`src/rtl/pipe_pkg.sv`:
```
// Shared types and defaults for elastic pipeline-stage registers.
package pipe_pkg;

    localparam int unsigned PIPE_DEFAULT_WIDTH = 64;

    typedef enum logic [1:0] {
        EMPTY = 2'd0,
        BUSY  = 2'd1,
        FULL  = 2'd2
    } skid_state_t;

endpackage

```
`src/rtl/skid_slot.sv`:
```
// One WIDTH-bit storage slot with load enable; clears to zero on reset.
module skid_slot
    import pipe_pkg::*;
#(
    parameter int unsigned WIDTH = PIPE_DEFAULT_WIDTH
) (
    input  logic             clk,
    input  logic             reset,
    input  logic             load,
    input  logic [WIDTH-1:0] d,
    output logic [WIDTH-1:0] q
);

    always_ff @(posedge clk or negedge reset) begin
        if (!reset) begin
            q <= '0;
        end else if (load) begin
            q <= d;
        end
    end

endmodule

```
`src/rtl/pipe_skid_stage.sv`:
```
// Elastic pipeline register: main slot drives the output, skid slot absorbs
// the word that arrives while downstream stalls, so in_ready is a flop.
module pipe_skid_stage
    import pipe_pkg::*;
#(
    parameter int unsigned WIDTH = PIPE_DEFAULT_WIDTH
) (
    input  logic             clk,
    input  logic             reset,
    input  logic             flush,
    input  logic             in_valid,
    output logic             in_ready,
    input  logic [WIDTH-1:0] in_data,
    output logic             out_valid,
    input  logic             out_ready,
    output logic [WIDTH-1:0] out_data
);

    skid_state_t      state;
    skid_state_t      state_nxt;
    logic             in_xfer;
    logic             out_xfer;
    logic             main_load;
    logic             skid_load;
    logic             main_from_skid;
    logic [WIDTH-1:0] main_d;
    logic [WIDTH-1:0] skid_q;

    assign in_xfer  = in_valid & in_ready;
    assign out_xfer = out_valid & out_ready;
    assign main_d   = main_from_skid ? skid_q : in_data;

    // Next-state and slot load decisions; flush overrides every transfer.
    always_comb begin
        state_nxt      = state;
        main_load      = 1'b0;
        skid_load      = 1'b0;
        main_from_skid = 1'b0;
        case (state)
            EMPTY: begin
                if (in_xfer) begin
                    main_load = 1'b1;
                    state_nxt = BUSY;
                end
            end
            BUSY: begin
                if (in_xfer && out_xfer) begin
                    main_load = 1'b1;
                end else if (in_xfer) begin
                    skid_load = 1'b1;
                    state_nxt = FULL;
                end else if (out_xfer) begin
                    state_nxt = EMPTY;
                end
            end
            FULL: begin
                if (out_xfer) begin
                    main_load      = 1'b1;
                    main_from_skid = 1'b1;
                    state_nxt      = BUSY;
                end
            end
            default: begin
                state_nxt = EMPTY;
            end
        endcase
        if (flush) begin
            state_nxt = EMPTY;
            main_load = 1'b0;
            skid_load = 1'b0;
        end
    end

    // Handshake flags are registered copies of the next-state decode.
    always_ff @(posedge clk or negedge reset) begin
        if (!reset) begin
            state     <= EMPTY;
            out_valid <= 1'b0;
            in_ready  <= 1'b1;
        end else begin
            state     <= state_nxt;
            out_valid <= (state_nxt != EMPTY);
            in_ready  <= (state_nxt != FULL);
        end
    end

    skid_slot #(.WIDTH(WIDTH)) u_main (
        .clk   (clk),
        .reset (reset),
        .load  (main_load),
        .d     (main_d),
        .q     (out_data)
    );

    skid_slot #(.WIDTH(WIDTH)) u_skid (
        .clk   (clk),
        .reset (reset),
        .load  (skid_load),
        .d     (in_data),
        .q     (skid_q)
    );

endmodule

```
`config.mk`:
```
export PLATFORM = sky130hd
export DESIGN_NAME = pipe_skid_stage
export DESIGN_NICKNAME = d
export VERILOG_FILES = /design/src/rtl/pipe_pkg.sv /design/src/rtl/skid_slot.sv /design/src/rtl/pipe_skid_stage.sv
export SDC_FILE = /design/constraint.sdc
export NUM_CORES = 1
export LEC_CHECK = 0
export ABC_AREA = 1
export CAP_MARGIN = 20
export CORE_ASPECT_RATIO = 1.25
export CORE_MARGIN = 2
export CORE_UTILIZATION = 46
export DETAILED_ROUTE_END_ITERATION = 6
export PLACE_DENSITY = 0.77
export SYNTH_ARGS = -nofsm -noshare
export SYNTH_HDL_FRONTEND = slang
export SYNTH_HIERARCHICAL = 1
export SYNTH_SLANG_ARGS = --single-unit
```
`constraint.sdc`:
```
create_clock -name clk -period 1.4 [get_ports clk]
set_input_delay 0.14 -clock clk [delete_from_list [all_inputs] [get_ports clk]]
set_output_delay 0.14 -clock clk [all_outputs]
set_load 0.005 [all_outputs]
```
=== After elaboration in Yosys (flattened, before gate mapping) ===
Index checks and enable logic that the tools add are counted.

* Input port bits: 69
* Output and inout port bits: 66
* Word-level logic and storage cells: 30
* Flip-flop bits (word level): 132

* Equality and inequality tests: 3
* Bitwise gates (word level): 2
* Mux-type cells: 17
* Reduce and logical (&&, ||, !) cells: 3

{| class="wikitable"
|+ Operator list
! operator !! number
|-
| two-way mux 64 bit || 1
|-
| two-way mux 2 bit || 6
|-
| two-way mux 1 bit || 8
|-
| one-hot mux 2 bit (3 select lines) || 1
|-
| one-hot mux 1 bit (3 select lines) || 1
|-
| AND 1 bit || 2
|-
| equality test 2 x 1 -> 1 bit (second input constant) || 1
|-
| equality test 2 bit (second input constant) || 1
|-
| zero test 2 bit || 1
|-
| inequality test 2 bit (second input constant) || 1
|-
| nonzero test 2 bit || 1
|-
| logical AND 1 bit || 1
|}

=== Depth between registers and ports, before layout ===
Gate-level depths: netlist of run 1.

* Depth after elaboration: 7
* Gate-level depth with buffers: 11
* Depth with buffers taken out: 9

=== Modules after synthesis ===
Netlist of run 1, hierarchy kept.

{| class="wikitable"
|+ Modules (own cells, without submodules)
! module !! cells each !! times used !! sequential area each (µm²) !! area each (µm²)
|-
| skid_slot || 270 || 2 || 1601.5 || 2446.1
|-
| pipe_skid_stage || 242 || 1 || 101.3 || 1071.0
|}

=== Least setup slack after synthesis of run 1 ===
OpenSTA, ideal clock, no wires.

* Kind: reg2reg
* Start point: register out_valid
* End point: register u_main.q[1]
* Data required time: 1.284 ns
* Setup slack: -0.046 ns
* Library setup time: 0.116 ns
* Arrival: 1.329 ns
* Period minus slack after synthesis: 1.446 ns
* Buffers on the path: 3
* Cell stages (with the launch flop): 12
* Path through: dfrtp_1 -> nand2_1 -> inv_1 -> nand2_2 -> buf_6 -> nand2_1 -> nand2_1 -> inv_1 -> buf_4 -> clkbuf_8 -> nand2_1 -> nand2_1

* Longest elaborated chain between the ends: 5
* Elaborated cells between the ends (all ways): 8
* Those cells by class: mux: 6; bitwise: 1; reduce/logical: 1

{| class="wikitable"
|+ RTL lines
! what !! RTL line !! source
|-
| start, declared || pipe_skid_stage.sv:14 || <nowiki>output logic out_valid,</nowiki>
|-
| start signal, assigned || pipe_skid_stage.sv:82 || <nowiki>out_valid <= (state_nxt != EMPTY);</nowiki>
|-
| AND 1 bit (*) || pipe_skid_stage.sv:30 || <nowiki>assign out_xfer = out_valid & out_ready;</nowiki>
|-
| logical AND 1 bit || pipe_skid_stage.sv:47 || <nowiki>if (in_xfer && out_xfer) begin</nowiki>
|-
| two-way mux 1 bit || pipe_skid_stage.sv:47 ||
|-
| one-hot mux 1 bit (3 select lines) (*) || pipe_skid_stage.sv:39 || <nowiki>case (state)</nowiki>
|-
| two-way mux 1 bit (*) || pipe_skid_stage.sv:67 || <nowiki>if (flush) begin</nowiki>
|-
| net main_load || pipe_skid_stage.sv:23 || <nowiki>logic main_load;</nowiki>
|-
| end signal, assigned || skid_slot.sv:16 || <nowiki>q <= '0;</nowiki>
|-
| end signal, assigned || skid_slot.sv:18 || <nowiki>q <= d;</nowiki>
|-
| end, declared || skid_slot.sv:11 || <nowiki>output logic [WIDTH-1:0] q</nowiki>
|}

The timed path passes the listed nets; every way through them passes the cells marked *.
A chain may end at the register's enable or synchronous reset.

=== Worst setup path in the final report of run 1 ===
* Start point: register in_ready
* End point: register u_skid.q[11]

* Longest elaborated chain between the ends: 5
* Elaborated cells between the ends (all ways): 6
* Those cells by class: mux: 4; bitwise: 1; reduce/logical: 1

{| class="wikitable"
|+ RTL lines
! what !! RTL line !! source
|-
| start, declared || pipe_skid_stage.sv:12 || <nowiki>output logic in_ready,</nowiki>
|-
| start signal, assigned || pipe_skid_stage.sv:83 || <nowiki>in_ready <= (state_nxt != FULL);</nowiki>
|-
| AND 1 bit (*) || pipe_skid_stage.sv:29 || <nowiki>assign in_xfer = in_valid & in_ready;</nowiki>
|-
| two-way mux 1 bit or logical AND 1 bit (tied branches) || pipe_skid_stage.sv:49, pipe_skid_stage.sv:47 ||
|-
| two-way mux 1 bit (*) || pipe_skid_stage.sv:47 ||
|-
| two-way mux 1 bit (*) || pipe_skid_stage.sv:39 ||
|-
| two-way mux 1 bit (*) || pipe_skid_stage.sv:67 ||
|-
| net skid_load || pipe_skid_stage.sv:24 || <nowiki>logic skid_load;</nowiki>
|-
| end signal, assigned || skid_slot.sv:16 ||
|-
| end signal, assigned || skid_slot.sv:18 ||
|-
| end, declared || skid_slot.sv:11 ||
|}

Marked as above.

==> results of run 1 <==
==> stage by stage <==
step / hold slack [ps] / setup TNS (ps) / std cells / area (um2)
floorplan: -156 / 0 / 782 / 5970
global placement: 56.0 / -16930 / 1070 / 7480
detailed placement: 57.8 / -19330 / 1070 / 7480
CTS: 182 / -276 / 1112 / 8210
global route: 209 / -16680 / 1129 / 8680
finish: 184 / -4970 / 1129 / 8680
==> power groups by stage <==
stage                     clock, uW  sequential [uW]  combinational, uW
after floorplan                   0             5910               1380
after global placement            0             5970               3040
after detailed placement          0             6000               3150
after CTS                      5210             5960               2980
after global routing           5430             6170               3620
final                          5160             6010               3240
==> flip-flops by register name (all words and copies together), names as in the netlist <==
signal / count
in_ready: 1
out_valid: 1
state: 2
u_main/q: 64
u_skid/q: 64
==> worst max-delay path: stages, from the launching register on <==
cell and delay, ps:
dfstp_2 540, nand2_2 50, inv_2 60, nand2_2 70
nor2_4 140, buf_12 140, buf_8 130, clkbuf_16 170
nand2_2 50, nand2_1 70
==> per-layer routing <==
layer,wire length [um],vias to the layer above,GRT usage,part of all wire
met4,360,0,0.0811,0.021
met5,0,-,0,0
met3,914,29,0.0506,0.054
met1,6860,2629,0.271,0.41
li1,-,2660,-,-
met2,8680,180,0.372,0.52
==> cells in the final DEF, fill, tap and decap left out, types with 3 or more instances in the layout <==
master             n
buf_12            13
buf_4             19
buf_6              9
bufinv_16          6
clkbuf_16         25
clkbuf_8           3
clkdlybuf4s50_1   67
clkinvlp_4         3
dfrtp_1          131
dlygate4sd2_1     60
dlymetal6s2s_1     6
inv_1              8
inv_2              3
nand2_1          540
nand2_2           48
nor2_1             3
==> final cells by class <==
cell class | count | area (um2) | area share
clock inverters | 12 | 225 | 0.0260
repair inverters | 1 | 6.26 | 0.000721
inverters | 14 | 63.8 | 0.00736
well taps | 168 | 210 | 0.0242
flip-flops and latches | 132 | 3300 | 0.381
repair buffers | 185 | 2020 | 0.232
clock buffers | 20 | 467 | 0.0538
multi-input cells | 597 | 2380 | 0.275
==> logic make-up after synthesis <==
family	synth area share
simple gates	0.377
flops	0.554
buf+inv	0.0688
==> path summary, 6_finish.rpt <==
path | from | cells after the start | endpoint | slack (ps)
worst max-delay path | in_ready$_DFF_PN1_ | 9 | u_skid/q[11]$_DFFE_PN0P_ | -100
worst min-delay path | reset | 2 | u_main/q[59]$_DFFE_PN0P_ | 180
worst max register to register | in_ready$_DFF_PN1_ | 9 | u_skid/q[11]$_DFFE_PN0P_ | -100
worst min register to register | u_main/q[25]$_DFFE_PN0P_ | 2 | u_main/q[25]$_DFFE_PN0P_ | 460
max in group asynchronous | reset | 3 | u_main/q[15]$_DFFE_PN0P_ | 680
min in group clk | in_data[3] | 3 | u_skid/q[3]$_DFFE_PN0P_ | 290
==> timing repair <==
item | in CTS | in global routing
setup endpoints to repair | 187 | 134
cloned | 0 | 13
resized for setup | 73 | 61
endpoints found under the hold margin | 132 | 0
hold buffers | 1 | 0
pin swaps | 3 | 41
setup buffers | 9 | 4
==> key figures, run 1 <==
Run status
  • Status: finished with violations
  • Violated checks: negative setup slack

Synth
  • Synth cell count leaders: nand2_1, dfrtp_1, buf_2, clkbuf_8, inv_1
  • Async SR Flop Fraction: 1.00
  • Post-synth EDFFs: 0
  • Post-synth top flop: dfrtp_1
  • Yosys top cell by area: dfrtp_1
  • Sequential fraction of the synthesis area: 0.554
  • Largest cells by area after synthesis: dfrtp_1, nand2_1, clkbuf_8
  • Most numerous cell in the Yosys netlist: nand2_1
  • Post-Syn Nets: 851
  • Syn Inst Count: roughly 780
  • Top cell type's share of synthesized area: 0.550
  • Mean Syn Cell Area: 7.63 um2
  • Synth warn: 6
  • Synth unique cells: 15
  • Cell area after synthesis: 5960 um2
  • Flops & latches, synth: 132

Power and ir drop
  • Power per cell area: around 1700 nW/um2
  • Comb pwr share: 0.225
  • Reg power frac: 0.417
  • Int Pwr: just over 10000 uW
  • Leak: about 0.0049 uW
  • Pwr Total: 14400 uW
  • Switching share of power: 0.282
  • P_sw: 4060 uW
  • Clock share of power: 0.358
  • Max IR drop VDD: 0.840 mV

Timing
  • Slew headroom: 0.769
  • Slew Viols, Final: 0
  • Peak Freq: 665 MHz
  • Final hold vios: 0
  • Clk_skew: 6.88 ps
  • Final min period: roughly 1500 ps
  • RSZ-0062 raised after global routing: yes
  • Crit share post-route: 1.07
  • Worst slew pin tran: 347 ps
  • Setup-failing EPs final: 119
  • Final worst setup slack: -104 ps

Global routing
  • Largest net degree at the start of global routing: 42
  • Initial antenna violation count: 0
  • GRT overflow: 0
  • First-pass GRT wire length: ~24000 um
  • Gr usage total: 0.219
  • Number of global-route vias before repair: 5032

Setup path
  • Critical Path AT: 1850 ps
  • Crit path max fanout: 7
  • CP Launch Type: flop
  • CP Class: flop to flop
  • Worst setup EP type: flop
  • Critical Path RT: about 1800 ps

Die
  • Die area: 13900 um2
  • # IOs: 135
  • Core area: ~13000 um2
  • Die Ht: 131 um
  • Rows: 46
  • Initial Util: 0.471
  • Die Wd: between 100 and 150 um

Hold path
  • HP Class: input pin to asynchronous set/reset pin

Clock tree
  • Clock sinks: 132
  • CTS tree: yes
  • Clk pin slew, worst setup/hold paths: 60 ps
  • CTS Buf Count: 17
  • H-tree depth: 4
  • Clock buffer depth: 2
  • Skew-Pair Late Insertion Delay: 410 ps
  • Root buffer cell: clkbuf_16

Place
  • Post-Place Setup Slack: -191 ps
  • DPL Wire Length: 9440 um
  • Port buffer count: 134
  • GP Congestion: 0.770

Cells and area
  • Filler instances: ~1000
  • Fin util: 0.685
  • Share of layout cells above drive strength 1: 0.149
  • Area Growth Syn to Fin: 45.5%
  • Inserted Diodes: 0
  • NumNets Final: 1017

Route
  • Total routed wirelength: 16800 um
  • WL per Instance: 14.9 um
  • Via-per-instance ratio: 4.87
  • Drt first-iter violations: 422
  • Antenna-violating nets left: 0
  • DRC: 0
  • Vias: approximately 5500
  • Drt first pass iters: 5

Flow run
  • Max-Cap Viols: 0
Power figures use the tool's default switching activity.
==> run 2, diff against run 1 <==
--- a/config.mk
+++ b/config.mk
@@ -11,6 +11,7 @@
 export CORE_MARGIN = 2
 export CORE_UTILIZATION = 46
 export DETAILED_ROUTE_END_ITERATION = 6
+export GPL_TIMING_DRIVEN = 0
 export PLACE_DENSITY = 0.77
 export SYNTH_ARGS = -nofsm -noshare
 export SYNTH_HDL_FRONTEND = slang
==> constraint.sdc (replaced) <==
create_clock -name clk -period 1.3 [get_ports clk]
set_input_delay 0.13 -clock clk [delete_from_list [all_inputs] [get_ports clk]]
set_output_delay 0.13 -clock clk [all_outputs]
set_load 0.005 [all_outputs]
==> key figures, run 2 (same netlist as run 1, synthesis figures left out) <==
Run status
  • Status: finished with violations
  • Violated checks: negative setup slack

Setup path
  • Critical Path RT: 1630 ps (-120 ps)
  • Critical Path AT: 1870 ps (+20 ps)
  • Crit path max-delay family: buffers and inverters
  • Worst path slowest cell: dfrtp_1
  • Crit path max fanout: 6 (-1)
  • Worst setup EP type: flop
  • CP Launch Type: flop
  • CP Class: flop to flop
  • Cells along the critical path: buf_6, inv_2, nor2_2, nand2_2, nor2_4, buf_12, buf_12, clkbuf_16, nand2_4, nand2_2
  • Buffers and inverters on the worst path: 5 (+1)
  • Crit path largest cell delay: 410 ps (-130 ps)

Route
  • Via-per-instance ratio: 4.89 (+0.39%)
  • Total routed wirelength: 18000 um (+6.8%)
  • Drt first-iter violations: 256 (-39%)
  • Vias: 5681 (+3.3%)
  • DRC: 0 (unchanged)
  • Drt first pass iters: 5 (unchanged)
  • Antenna-violating nets left: 0 (unchanged)
  • WL per Instance: 15.5 um (+3.8%)

Place
  • GP Congestion: 0.794 (+3.1%)
  • Post-Place Setup Slack: -600 ps (-409 ps)
  • DPL Wire Length: 9540 um (+1.0%)
  • Port buffer count: 134 (unchanged)

Timing
  • Final worst setup slack: -236 ps (-132 ps)
  • Final min period: 1540 ps (+31.8 ps)
  • Peak Freq: 651 MHz (-2.1%)
  • Hold_ws: 281 ps (+96.7 ps)
  • Setup-failing EPs final: 128 (+7.6%)
  • Crit share post-route: 1.18 (+0.107)
  • Clk_skew: 6.63 ps (-0.247 ps)
  • Final hold vios: 0 (unchanged)
  • RSZ-0062 raised after global routing: yes
  • Worst slew pin tran: 641 ps (+294 ps)
  • Slew headroom: 0.573 (-0.196)
  • Slew Viols, Final: 0 (unchanged)

Die
  • # IOs: 135 (unchanged)
  • Rows: 46 (unchanged)
  • Core area: 12700 um2 (unchanged)
  • Die Ht: 131 um (unchanged)
  • Die Wd: 106 um (unchanged)
  • Initial Util: 0.471 (unchanged)
  • Die area: 13900 um2 (unchanged)

Cells and area
  • Top Registers: u_main/q: 64 flops, u_skid/q: 64 flops, state: 2 flops
  • Area of the multi-input gates: 2820 um2 (+18%)
  • NumNets Final: 1050 (+3.2%)
  • Filler instances: 893 (-12%)
  • Share of layout cells above drive strength 1: 0.290 (+0.141)
  • Most frequent cells in the layout: nand2_1, dfrtp_1, nand2_2, clkdlybuf4s50_1, dlygate4sd2_1
  • Area Growth Syn to Fin: 59.5%
  • Fin util: 0.751 (+0.0659)
  • Inserted Diodes: 0 (unchanged)
  • Commonest non-fill, non-tap cell in the layout: nand2_1
  • FF/Latch Area: 3300 um2 (unchanged)

Clock tree
  • Skew-Pair Late Insertion Delay: 400 ps (about the same)
  • Clock buffer depth: 2 (unchanged)
  • CTS Buf Count: 17 (unchanged)
  • Clock sinks: 132 (unchanged)
  • Clk pin slew, worst setup/hold paths: 60 ps (about the same)
  • Root buffer cell: clkbuf_16
  • H-tree depth: 4 (unchanged)
  • CTS tree: yes

Global routing
  • GRT overflow: 0 (unchanged)
  • Number of global-route vias before repair: 5464 (+8.6%)
  • First-pass GRT wire length: 27500 um (+13%)
  • Initial antenna violation count: 0 (unchanged)
  • Gr usage total: 0.250 (+0.0312)
  • Largest net degree at the start of global routing: 69 (+64%)

Power and ir drop
  • Leak: 0.00526 uW (+8.5%)
  • Power per cell area: 1620 nW/um2 (-2.5%)
  • Pwr Total: 15400 uW (+6.9%)
  • Max IR drop VDD: 1.03 mV (+22%)

Hold path
  • HP Class: input pin to asynchronous set/reset pin

Flow run
  • Max-Cap Viols: 0 (unchanged)
## run 2: per-layer routing
layer / part of all wire / GRT usage / vias to the layer above
met5: 0 / 0 / -
met4: 0.023 / 0.0848 / 0
met3: 0.046 / 0.0551 / 28
met2: 0.54 / 0.423 / 180
met1: 0.39 / 0.317 / 2729
li1: - / - / 2744
## run 2: final timing paths
check | from | end | slack, ps | cells after the start
max in group asynchronous | reset | in_ready$_DFF_PN1_ | 270 | 3
worst max register to register | state[0]$_DFF_PN0_ | u_skid/q[26]$_DFFE_PN0P_ | -240 | 10
worst min register to register | u_main/q[42]$_DFFE_PN0P_ | u_main/q[42]$_DFFE_PN0P_ | 460 | 2
worst max-delay path | state[0]$_DFF_PN0_ | u_skid/q[26]$_DFFE_PN0P_ | -240 | 10
worst min-delay path | reset | u_skid/q[54]$_DFFE_PN0P_ | 280 | 2
min in group clk | in_data[7] | u_skid/q[7]$_DFFE_PN0P_ | 300 | 3
## run 2: stage by stage
stage / area, um2 / TNS [ps] / instances
4_1_cts: 9010 / -18750 / 1156
2_1_floorplan: 5980 / -4000 / 782
3_3_place_gp: 7540 / -741550 / 1084
6_report: 9510 / -24560 / 1162
5_1_grt: 9510 / -30960 / 1162
3_5_place_dp: 7560 / -54170 / 1085
## run 2: power breakdown
group	leakage, uW	switching, uW	internal (uW)
Combinational	0.00331	1990	2110
Clock	0.000297	1700	3160
Sequential	0.00165	828	5610
Total	0.00526	4520	10900
## run 2: final cells by class
class	count	share of cell area
clock buffers	23	0.0503
multi-input cells	597	0.296
plain buffers	38	0.0659
repair inverters	1	0.000658
well taps	168	0.0221
repair buffers	180	0.196
clock inverters	9	0.0133
flip-flops and latches	132	0.347
inverters	14	0.00868
## run 2: timing repair
action | 4_1_cts | 5_1_grt
hold buffers | 1 | 0
resized for setup | 208 | 140
setup endpoints to repair | 191 | 129
endpoints found under the hold margin | 67 | 0
setup buffers | 24 | 2
pin swaps | 79 | 31
cloned | 15 | 4
